[src/rtl/rf_write_arbiter_pkg.sv]
// Shared types and default widths for the register-file write-port arbiter.
package rf_arb_pkg;

  localparam int RF_DATA_W       = 32;
  localparam int RF_ADDR_W       = 5;
  localparam int RF_BUF_DEPTH    = 2;
  localparam int RF_STARVE_LIMIT = 4;

  // One buffered long-latency result; live=0 means it pops without writing.
  typedef struct packed {
    logic [RF_ADDR_W-1:0] rd;
    logic [RF_DATA_W-1:0] data;
    logic                 live;
  } rf_entry_t;

endpackage

[src/rtl/rf_write_arbiter_if.sv]
// Bus bundle between the pipeline (writeback, long-latency unit, hazard unit)
// and the register-file write-port arbiter.
interface rf_write_arbiter_if
  import rf_arb_pkg::*;
#(
  parameter int DATA_WIDTH = RF_DATA_W,
  parameter int ADDR_WIDTH = RF_ADDR_W,
  parameter int BUF_DEPTH  = RF_BUF_DEPTH
);
  localparam int CNT_W = $clog2(BUF_DEPTH + 1);

  logic                  wb_we;
  logic [ADDR_WIDTH-1:0] wb_rd;
  logic [DATA_WIDTH-1:0] wb_result;
  logic                  lu_valid;
  logic                  lu_ready;
  logic [ADDR_WIDTH-1:0] lu_rd;
  logic [DATA_WIDTH-1:0] lu_result;
  logic                  rf_we;
  logic [ADDR_WIDTH-1:0] rf_a3;
  logic [DATA_WIDTH-1:0] rf_wd3;
  logic                  wb_stall;
  logic [CNT_W-1:0]      buf_count;

  modport master (
    output wb_we, wb_rd, wb_result, lu_valid, lu_rd, lu_result,
    input  lu_ready, rf_we, rf_a3, rf_wd3, wb_stall, buf_count
  );

  modport slave (
    input  wb_we, wb_rd, wb_result, lu_valid, lu_rd, lu_result,
    output lu_ready, rf_we, rf_a3, rf_wd3, wb_stall, buf_count
  );

endinterface

[src/rtl/rf_write_arbiter_fifo.sv]
// Circular buffer of long-latency results with an rd-match squash that marks
// matching stored entries dead when a younger writeback hits the same register.
module rf_wb_fifo
  import rf_arb_pkg::*;
#(
  parameter int DEPTH = RF_BUF_DEPTH,
  localparam int CNT_W = $clog2(DEPTH + 1),
  localparam int PTR_W = (DEPTH > 1) ? $clog2(DEPTH) : 1
) (
  input  logic                 clk,
  input  logic                 reset,
  input  logic                 push,
  input  rf_entry_t            push_entry,
  input  logic                 pop,
  input  logic                 kill,
  input  logic [RF_ADDR_W-1:0] kill_rd,
  output rf_entry_t            head,
  output logic                 head_valid,
  output logic [CNT_W-1:0]     count
);

  rf_entry_t        mem_q [DEPTH];
  rf_entry_t        mem_d [DEPTH];
  logic [PTR_W-1:0] rd_ptr_q, rd_ptr_d;
  logic [PTR_W-1:0] wr_ptr_q, wr_ptr_d;
  logic [CNT_W-1:0] count_q, count_d;

  function automatic logic [PTR_W-1:0] ptr_inc(input logic [PTR_W-1:0] p);
    if (p == PTR_W'(DEPTH - 1)) return '0;
    return p + PTR_W'(1);
  endfunction

  // Next-state: squash matching entries, store the push, advance pointers.
  always_comb begin
    mem_d = mem_q;
    for (int i = 0; i < DEPTH; i++) begin
      if (kill && (mem_q[i].rd == kill_rd)) mem_d[i].live = 1'b0;
    end
    if (push) mem_d[wr_ptr_q] = push_entry;
    rd_ptr_d = pop  ? ptr_inc(rd_ptr_q) : rd_ptr_q;
    wr_ptr_d = push ? ptr_inc(wr_ptr_q) : wr_ptr_q;
    case ({push, pop})
      2'b10:   count_d = count_q + CNT_W'(1);
      2'b01:   count_d = count_q - CNT_W'(1);
      default: count_d = count_q;
    endcase
  end

  // Control state: pointers and occupancy, cleared by reset.
  always_ff @(posedge clk) begin
    if (reset) begin
      rd_ptr_q <= '0;
      wr_ptr_q <= '0;
      count_q  <= '0;
    end else begin
      rd_ptr_q <= rd_ptr_d;
      wr_ptr_q <= wr_ptr_d;
      count_q  <= count_d;
    end
  end

  // Entry storage; contents are meaningless while count is zero, so no reset.
  always_ff @(posedge clk) begin
    mem_q <= mem_d;
  end

  assign head       = mem_q[rd_ptr_q];
  assign head_valid = (count_q != '0);
  assign count      = count_q;

endmodule

[src/rtl/rf_write_arbiter.sv]
// Register-file write-port arbiter: writeback always wins, long-latency
// results drain from a small FIFO into idle port cycles, and a starvation
// counter asks the hazard unit for a writeback bubble.
// Entry field widths come from rf_arb_pkg; DATA_WIDTH/ADDR_WIDTH must match.
module rf_write_arbiter
  import rf_arb_pkg::*;
#(
  parameter int DATA_WIDTH   = RF_DATA_W,
  parameter int ADDR_WIDTH   = RF_ADDR_W,
  parameter int BUF_DEPTH    = RF_BUF_DEPTH,
  parameter int STARVE_LIMIT = RF_STARVE_LIMIT
) (
  input logic              clk,
  input logic              reset,
  rf_write_arbiter_if.slave bus
);

  localparam int CNT_W    = $clog2(BUF_DEPTH + 1);
  localparam int STARVE_W = $clog2(STARVE_LIMIT + 1);

  logic                  wb_write;
  logic                  head_valid;
  logic                  head_live;
  logic                  pop;
  logic                  push;
  logic                  lu_ready_c;
  rf_entry_t             head;
  rf_entry_t             push_entry;
  logic [CNT_W-1:0]      count;
  logic                  rf_we_c;
  logic [ADDR_WIDTH-1:0] rf_a3_c;
  logic [DATA_WIDTH-1:0] rf_wd3_c;
  logic [STARVE_W-1:0]   starve_cnt_q, starve_cnt_d;
  logic                  wb_stall_q, wb_stall_d;

  // Saturating increment so the counter parks at the limit while blocked.
  function automatic logic [STARVE_W-1:0] sat_inc(input logic [STARVE_W-1:0] v);
    if (v == STARVE_W'(STARVE_LIMIT)) return v;
    return v + STARVE_W'(1);
  endfunction

  // Port arbitration, FIFO push/pop decisions and squash of same-rd results.
  always_comb begin
    wb_write   = !reset && bus.wb_we && (bus.wb_rd != '0);
    head_live  = head_valid && head.live;
    pop        = !reset && head_valid && (!head.live || !wb_write);
    lu_ready_c = !reset && (count < CNT_W'(BUF_DEPTH));
    push       = bus.lu_valid && lu_ready_c;

    push_entry.rd   = bus.lu_rd;
    push_entry.data = bus.lu_result;
    push_entry.live = (bus.lu_rd != '0) && !(wb_write && (bus.wb_rd == bus.lu_rd));

    rf_we_c  = wb_write || (pop && head.live);
    rf_a3_c  = wb_write ? bus.wb_rd     : head.rd;
    rf_wd3_c = wb_write ? bus.wb_result : head.data;
  end

  // Starvation tracking and the sticky bubble request it produces.
  always_comb begin
    starve_cnt_d = starve_cnt_q;
    if (pop) starve_cnt_d = '0;
    else if (head_live && wb_write) starve_cnt_d = sat_inc(starve_cnt_q);
    wb_stall_d = pop ? 1'b0
                     : (wb_stall_q || (starve_cnt_d == STARVE_W'(STARVE_LIMIT)));
  end

  // Registered starvation state.
  always_ff @(posedge clk) begin
    if (reset) begin
      starve_cnt_q <= '0;
      wb_stall_q   <= 1'b0;
    end else begin
      starve_cnt_q <= starve_cnt_d;
      wb_stall_q   <= wb_stall_d;
    end
  end

  rf_wb_fifo #(
    .DEPTH (BUF_DEPTH)
  ) u_fifo (
    .clk        (clk),
    .reset      (reset),
    .push       (push),
    .push_entry (push_entry),
    .pop        (pop),
    .kill       (wb_write),
    .kill_rd    (bus.wb_rd),
    .head       (head),
    .head_valid (head_valid),
    .count      (count)
  );

  assign bus.lu_ready  = lu_ready_c;
  assign bus.rf_we     = rf_we_c;
  assign bus.rf_a3     = rf_a3_c;
  assign bus.rf_wd3    = rf_wd3_c;
  assign bus.wb_stall  = wb_stall_q;
  assign bus.buf_count = count;

endmodule
[src/flat_wrapper.sv]
// flat-port wrapper written by rule: the top's interface ports become plain ports
module rf_write_arbiter_flat import rf_arb_pkg::*;
#(
  parameter int DATA_WIDTH   = RF_DATA_W,
  parameter int ADDR_WIDTH   = RF_ADDR_W,
  parameter int BUF_DEPTH    = RF_BUF_DEPTH,
  parameter int STARVE_LIMIT = RF_STARVE_LIMIT
)
  (clk, reset, bus_wb_we, bus_wb_rd, bus_wb_result, bus_lu_valid, bus_lu_rd, bus_lu_result, bus_lu_ready, bus_rf_we, bus_rf_a3, bus_rf_wd3, bus_wb_stall, bus_buf_count);
  rf_write_arbiter_if #(.DATA_WIDTH(DATA_WIDTH), .ADDR_WIDTH(ADDR_WIDTH), .BUF_DEPTH(BUF_DEPTH)) bus_i ();
  input logic clk;
  input logic reset;
  input wire logic [$bits(bus_i.wb_we)-1:0] bus_wb_we;
  input wire logic [$bits(bus_i.wb_rd)-1:0] bus_wb_rd;
  input wire logic [$bits(bus_i.wb_result)-1:0] bus_wb_result;
  input wire logic [$bits(bus_i.lu_valid)-1:0] bus_lu_valid;
  input wire logic [$bits(bus_i.lu_rd)-1:0] bus_lu_rd;
  input wire logic [$bits(bus_i.lu_result)-1:0] bus_lu_result;
  output wire logic [$bits(bus_i.lu_ready)-1:0] bus_lu_ready;
  output wire logic [$bits(bus_i.rf_we)-1:0] bus_rf_we;
  output wire logic [$bits(bus_i.rf_a3)-1:0] bus_rf_a3;
  output wire logic [$bits(bus_i.rf_wd3)-1:0] bus_rf_wd3;
  output wire logic [$bits(bus_i.wb_stall)-1:0] bus_wb_stall;
  output wire logic [$bits(bus_i.buf_count)-1:0] bus_buf_count;
  assign bus_i.wb_we = bus_wb_we;
  assign bus_i.wb_rd = bus_wb_rd;
  assign bus_i.wb_result = bus_wb_result;
  assign bus_i.lu_valid = bus_lu_valid;
  assign bus_i.lu_rd = bus_lu_rd;
  assign bus_i.lu_result = bus_lu_result;
  assign bus_lu_ready = bus_i.lu_ready;
  assign bus_rf_we = bus_i.rf_we;
  assign bus_rf_a3 = bus_i.rf_a3;
  assign bus_rf_wd3 = bus_i.rf_wd3;
  assign bus_wb_stall = bus_i.wb_stall;
  assign bus_buf_count = bus_i.buf_count;
  rf_write_arbiter #(.DATA_WIDTH(DATA_WIDTH), .ADDR_WIDTH(ADDR_WIDTH), .BUF_DEPTH(BUF_DEPTH), .STARVE_LIMIT(STARVE_LIMIT)) u_core (.clk(clk), .reset(reset), .bus(bus_i));
endmodule
[config.mk]
export PLATFORM = sky130hd
export DESIGN_NAME = rf_write_arbiter_flat
export DESIGN_NICKNAME = d
export VERILOG_FILES = /design/src/rtl/rf_write_arbiter_pkg.sv /design/src/rtl/rf_write_arbiter_if.sv /design/src/rtl/rf_write_arbiter_fifo.sv /design/src/rtl/rf_write_arbiter.sv /design/src/flat_wrapper.sv
export SDC_FILE = /design/constraint.sdc
export NUM_CORES = 1
export LEC_CHECK = 0
export ABC_CLOCK_PERIOD_IN_PS = 3300
export BUFFER_PORTS_ARGS = -buffer_cell sky130_fd_sc_hd__buf_2
export CAP_MARGIN = 0
export CORE_AREA = 10 10 96 98
export CTS_BUF_LIST = sky130_fd_sc_hd__clkbuf_8
export DETAILED_ROUTE_END_ITERATION = 6
export DIE_AREA = 0 0 106 108
export PLACE_DENSITY = 0.84
export REMOVE_ABC_BUFFERS = 1
export SETUP_SLACK_MARGIN = 0.15
export SLEW_MARGIN = 40
export SYNTH_ARGS = -nofsm -noshare
export SYNTH_HDL_FRONTEND = slang
export SYNTH_SLANG_ARGS = --single-unit
[constraint.sdc]
create_clock -name clk -period 3.3 [get_ports clk]
set_input_delay 0.33 -clock clk [delete_from_list [all_inputs] [get_ports clk]]
set_output_delay 0.33 -clock clk [all_outputs]
set_load 0.05 [all_outputs]
### Word level (Yosys, flattened, before mapping)

Index checks and enable logic that the tools add are counted.

* bits in registers: 84
* latch bits: 0
* bits in writable memories: 0
* memory bits (read-only): 0
* word-level logic and storage cells: 80
* memories: 0

* add/subtract/negate cells: 5
* multiply operators: 0
* divide/modulo/power cells: 0
* $lt $le $gt $ge: 4
* equal/unequal tests: 7
* shift-type cells: 0
* mux-type cells: 25
* bitwise gates (word level): 2
* reduce and logical (&&, ||, !) cells: 26

Operators with widths (number)
* 38-bit two-way mux: 4
* 76-bit bitwise mux: 1
* 39-bit two-way mux: 1
* 38-bit demux with 1-bit select: 1
* 32-bit two-way mux: 1
* 5-bit == test: 3
* 1-bit logical AND: 14
* 3-bit two-way mux: 4
* 1-bit two-way mux: 11
* 5-bit nonzero test: 2
* 3-bit == test, second input constant: 2
* 5-bit two-way mux: 1
* 2-bit greater-or-equal comparator, second input constant: 2
* 1-bit logical NOT: 4
* 1-bit NOT with 2-bit output: 2
* 2-bit case mux with 2 select lines: 1
* 2-bit nonzero test: 2
* 3-bit by 1-bit adder with 3-bit output, second input constant: 1
* 1-bit logical OR: 3
* 1-bit adder, second input constant: 2
* 2-bit by 1-bit adder with 2-bit output, second input constant: 1
* 2-bit by 1-bit == test with 1-bit output, second input constant: 1
* 2-bit == test, second input constant: 1
* 2-bit by 1-bit less-than comparator with 1-bit output, second input constant: 1
* other kinds (3): 3

### Logic depth before layout (Yosys ltp)

* word-level depth: 13
* gate-level depth with buffers: 7
* mapped depth without buffers: 7

### Hierarchy

Synthesis repeated with hierarchy kept, for this count alone.

* cells, all modules: 247
* area, all modules: 4031.4 µm²

By module, submodules not included
* rf_wb_fifo: instances 1, cells an instance 155, area an instance 3035.4 µm²
* rf_write_arbiter: instances 1, cells an instance 92, area an instance 996.0 µm²

### Worst setup path after synthesis

OpenSTA, ideal clock, no wires.

* kind: register -> register
* start: register u_core.u_fifo.count_q[1], in the netlist u_core.u_fifo.count[1]
* end: register u_core.u_fifo.mem_q[39] (netlist name) (enable)
* setup time: 0.434 ns
* data arrival time: 2.501 ns
* required time: 2.866 ns
* path slack: 0.365 ns
* stages on the path, launching flop included: 4
* clock period less this slack: 2.935 ns
* cells stage by stage: dfxtp_1 nor2b_1 nand2_1 nor2_1

* word-level cells in the longest chain between the ends: 3

RTL lines
* start, declared: RTL line rf_write_arbiter_fifo.sv:26 `logic [CNT_W-1:0] count_q, count_d;`
* start signal, assigned: RTL line rf_write_arbiter_fifo.sv:58 `count_q <= count_d;`
* 2-bit less-than comparator: RTL line rf_write_arbiter.sv:47 `lu_ready_c = !reset && (count < CNT_W'(BUF_DEPTH));`
* 1-bit logical AND: RTL line rf_write_arbiter.sv:47
* 1-bit logical AND: RTL line rf_write_arbiter.sv:48 `push = bus.lu_valid && lu_ready_c;`
* end signal, assigned: RTL line rf_write_arbiter_fifo.sv:64 `mem_q <= mem_d;`
* end, declared: RTL line rf_write_arbiter_fifo.sv:22 `rf_entry_t mem_q [DEPTH];`

No other way between the ends.
A chain may end at the register's enable or synchronous reset.

### Final worst setup path

* start: input port bus_wb_rd[0]
* end: output port bus_rf_wd3[18]

* word-level cells in the longest chain between the ends: 3

RTL lines
* start, declared: RTL line flat_wrapper.sv:14 `input wire logic [$bits(bus_i.wb_rd)-1:0] bus_wb_rd;`
* 5-bit nonzero test: RTL line rf_write_arbiter.sv:44 `wb_write = !reset && bus.wb_we && (bus.wb_rd != '0);`
* 1-bit logical AND: RTL line rf_write_arbiter.sv:44
* 32-bit two-way mux: RTL line rf_write_arbiter.sv:56 `rf_wd3_c = wb_write ? bus.wb_result : head.data;`
* end, declared: RTL line flat_wrapper.sv:22 `output wire logic [$bits(bus_i.rf_wd3)-1:0] bus_rf_wd3;`

No other way between the ends.

==> flow_metrics.tcl <==
set metrics [dict create \
    status "completed" \
    cts_made_buffers 9 \
    area_growth_pct 23.8 \
    core_area_um2 7450 \
    grt_max_degree 40 \
    dieArea_um2 11400 \
    wl_per_cell_um 15.9 \
    cts_tree "built" \
    worst_slack_ns 0.663 \
    cap_violations 0 \
    grt_pass1_wl_um 12900 \
    r2r_slack_ns 1.27 \
    crit_chain "buf_2, or4_4, o21a_2, buf_4, o21ai_0, buf_2" \
    powerDensity_nw_per_um2 529 \
    crit_family "buffers and inverters" \
    crit_path_start "bus_wb_rd[0]" \
    cts_setup_buffers 0 \
    tightest_slew_ns 0.690 \
    cts-root-buf "clkbuf_8" \
    place_inst 498 \
    synth.distinct_cells 33 \
    required_ns 2.97 \
    htreeDepth 3 \
    die_height_um 108 \
    netlist_area_um2 3720 \
    synth_top_family_by_area "multiplexers" \
    r2r_start "u_core.u_fifo.count[1]" \
    cp-start-kind "input port" \
    finClkSkew_ns 0.00587 \
    crit_type "in -> out" \
    synthSimpleGateAreaFrac 0.0759 \
    nets 487 \
    synth.area.top_cells "edfxtp_1, mux2i_1, dfxtp_1, o21ai_0, nand2_1" \
    grt_usage 0.140 \
    vias_per_cell 5.02 \
    holdPathStages 1 \
    synthAdderAreaFrac 0.00672 \
    final-hold-violation-count 0 \
    crit_fanout 39 \
    peakVddDrop_uv 314 \
    postRouteAntennaNets 0 \
    slowest_delay_ns 0.56 \
    worstHoldStart "bus_lu_result[4]" \
    post-route-util 0.619 \
    fin_crit_ns 2.64 \
    cts_resized 0 \
    synthCells 288 \
    antenna_found_initial 1 \
    cts_max_path_buffers 2 \
    worst_setup_path_end_kind "output pin" \
    place.gp.congestion 0.812 \
    drt-initial-drc-count 76 \
    ctsHoldBuffers 0 \
    gr-total-overflow 0 \
    arrival_ns 2.31 \
    synth_mux_area_frac 0.113 \
    yosysTopAreaCell "edfxtp_1" \
    hold_end "u_core.u_fifo.mem_q[5]" \
    layout.cells.non_filler 515 \
    synth_xor_xnor_area_share 0.0470 \
    finalSetupViolations 0 \
    remaining_drc_errors 0 \
    die_width_um 106 \
    r2r_end "u_core.u_fifo.mem_q[55]" \
    yosysTopAreaCellShare 0.597 \
    ys.warnings.count 0 \
    ys_seq_elements 84 \
    finalCritPeriodShare 0.799 \
    routed_wl_um 8190 \
    dr.pass1.iters 4 \
    reg2reg_depth 4 \
    critPathBufInv 3 \
    synth.yosys.seq_area_share 0.650 \
    via_count 2585 \
    rows 32 \
    finalMaxSlewViolations 0 \
    hp-class "in -> reg" \
    slew-limit-headroom 0.539 \
    numPortBuffers 119 \
    max_freq_mhz 379 \
    start_util 0.500 \
    power.leakage_nw 1.75 \
    rsz0062_at_grt "no" \
    synth_compound_area_frac 0.0850 \
    crit_path_frequent_cell "buf_2" \
    drive_gt1_frac 0.350 \
    clock_latency_ns 0.35 \
    grt_pass1_vias 2728 \
    crit_slowest_cell "or4_4" \
    cts_sinks 84 \
    ios 120 \
    dp_hpwl_um 5890 \
    synth_area_per_cell_um2 12.9 \
    post-place-ws_ns 0.683 \
    clkTransAtPathRegs_ns 0.08 \
]
state kept, by name (all words and copies together), names as in the netlist:
| signal | flops |
|---|---|
| u_core.u_fifo.wr_ptr_q | 1 |
| u_core.u_fifo.mem_q | 76 |
| u_core.starve_cnt_q | 3 |
| u_core.u_fifo.rd_ptr_q | 1 |
| u_core.bus.wb_stall | 1 |
| u_core.u_fifo.count | 2 |
final cells by class:
type / count / area (um^2)
Clock buffer: 9 / 124
Multi-Input combinational cell: 185 / 1230
Tap cell: 102 / 128
Timing Repair Buffer: 123 / 626
Sequential cell: 84 / 2420
Clock inverter: 7 / 60.1
Fill cell: 628 / 2830
Inverter: 4 / 15.0
Antenna cell: 1 / 2.50
worst register-to-register path: cells and delay by family (launching register included):
family / cells / cell delay [ns]
AND/OR/NAND/NOR: 3 / 0.93
flip-flops: 1 / 0.39
buffers and inverters: 1 / 0.39
layer usage:
metal  share of wire  vias to the layer above  global-route usage
met3           0.066                       10              0.0488
met4           0.017                        0              0.0590
met5               0                        -                   0
li1                -                     1298                   -
met1            0.40                     1199               0.148
met2            0.52                       78               0.248
synth_stat cells (all sizes together):
cell type / n
nor3: 1
o21a: 1
o41ai: 2
o2111a: 1
buf: 5
o22ai: 2
nor4: 1
a21oi: 3
a31o: 1
mux2: 1
nand3: 7
and3: 2
xnor2: 12
a211oi: 1
edfxtp: 74
clkbuf: 10
xor2: 8
nand2: 40
or4: 2
o21ai: 43
mux2i: 41
nor2b: 3
inv: 4
dfxtp: 10
nor2: 8
ha: 2
nand4: 1
o211ai: 1
o221ai: 1
how the worst max path moves through the flow:
stage	slack, ns	cells past startpoint	end
floorplan	-0.18	3	bus_rf_we
global placement	0.75	6	bus_rf_wd3[9]
detailed placement	0.68	6	bus_rf_wd3[18]
CTS	0.68	6	bus_rf_wd3[18]
global route	0.51	8	bus_rf_wd3[25]
finish	0.66	6	bus_rf_wd3[18]
metrics by stage:
step / instance area (um^2) / power, mW / setup TNS, ns / hold WS, ns
global route: 4610 / 2.55 / 0 / 0.151
detailed placement: 4430 / 1.78 / 0 / 0.440
finish: 4610 / 2.44 / 0 / 0.164
global placement: 4420 / 1.76 / 0 / 0.450
CTS: 4610 / 2.46 / 0 / 0.158
floorplan: 3660 / 1.62 / -0.180 / 0.399
cells in the final DEF, fill, tap and decap left out, types with 2 or more instances in the layout:
cell type,instances
buf_4,4
nand2_1,40
clkinv_2,2
o41ai_1,2
dfxtp_1,9
o22ai_1,2
o21ai_1,4
ha_1,2
edfxtp_1,74
nor2_1,7
xnor2_1,12
nor2b_1,3
inv_1,6
o21ai_0,39
a21oi_1,3
clkbuf_8,9
buf_2,119
mux2i_1,41
nand3_1,7
xor2_1,8
power breakdown:
| part | switching (mW) | internal (mW) | total [mW] |
|---|---|---|---|
| Sequential | 0.0288 | 1.21 | 1.23 |
| Combinational | 0.358 | 0.155 | 0.512 |
| Clock | 0.355 | 0.341 | 0.696 |
logic make-up after synthesis:
group / after synthesis
flops: 84
simple gates: 65
compound gates: 56
mux: 42
xor+xnor: 20
buf+inv: 19
fa+ha+maj: 2
No activity file was read; power rests on OpenSTA's default activity.
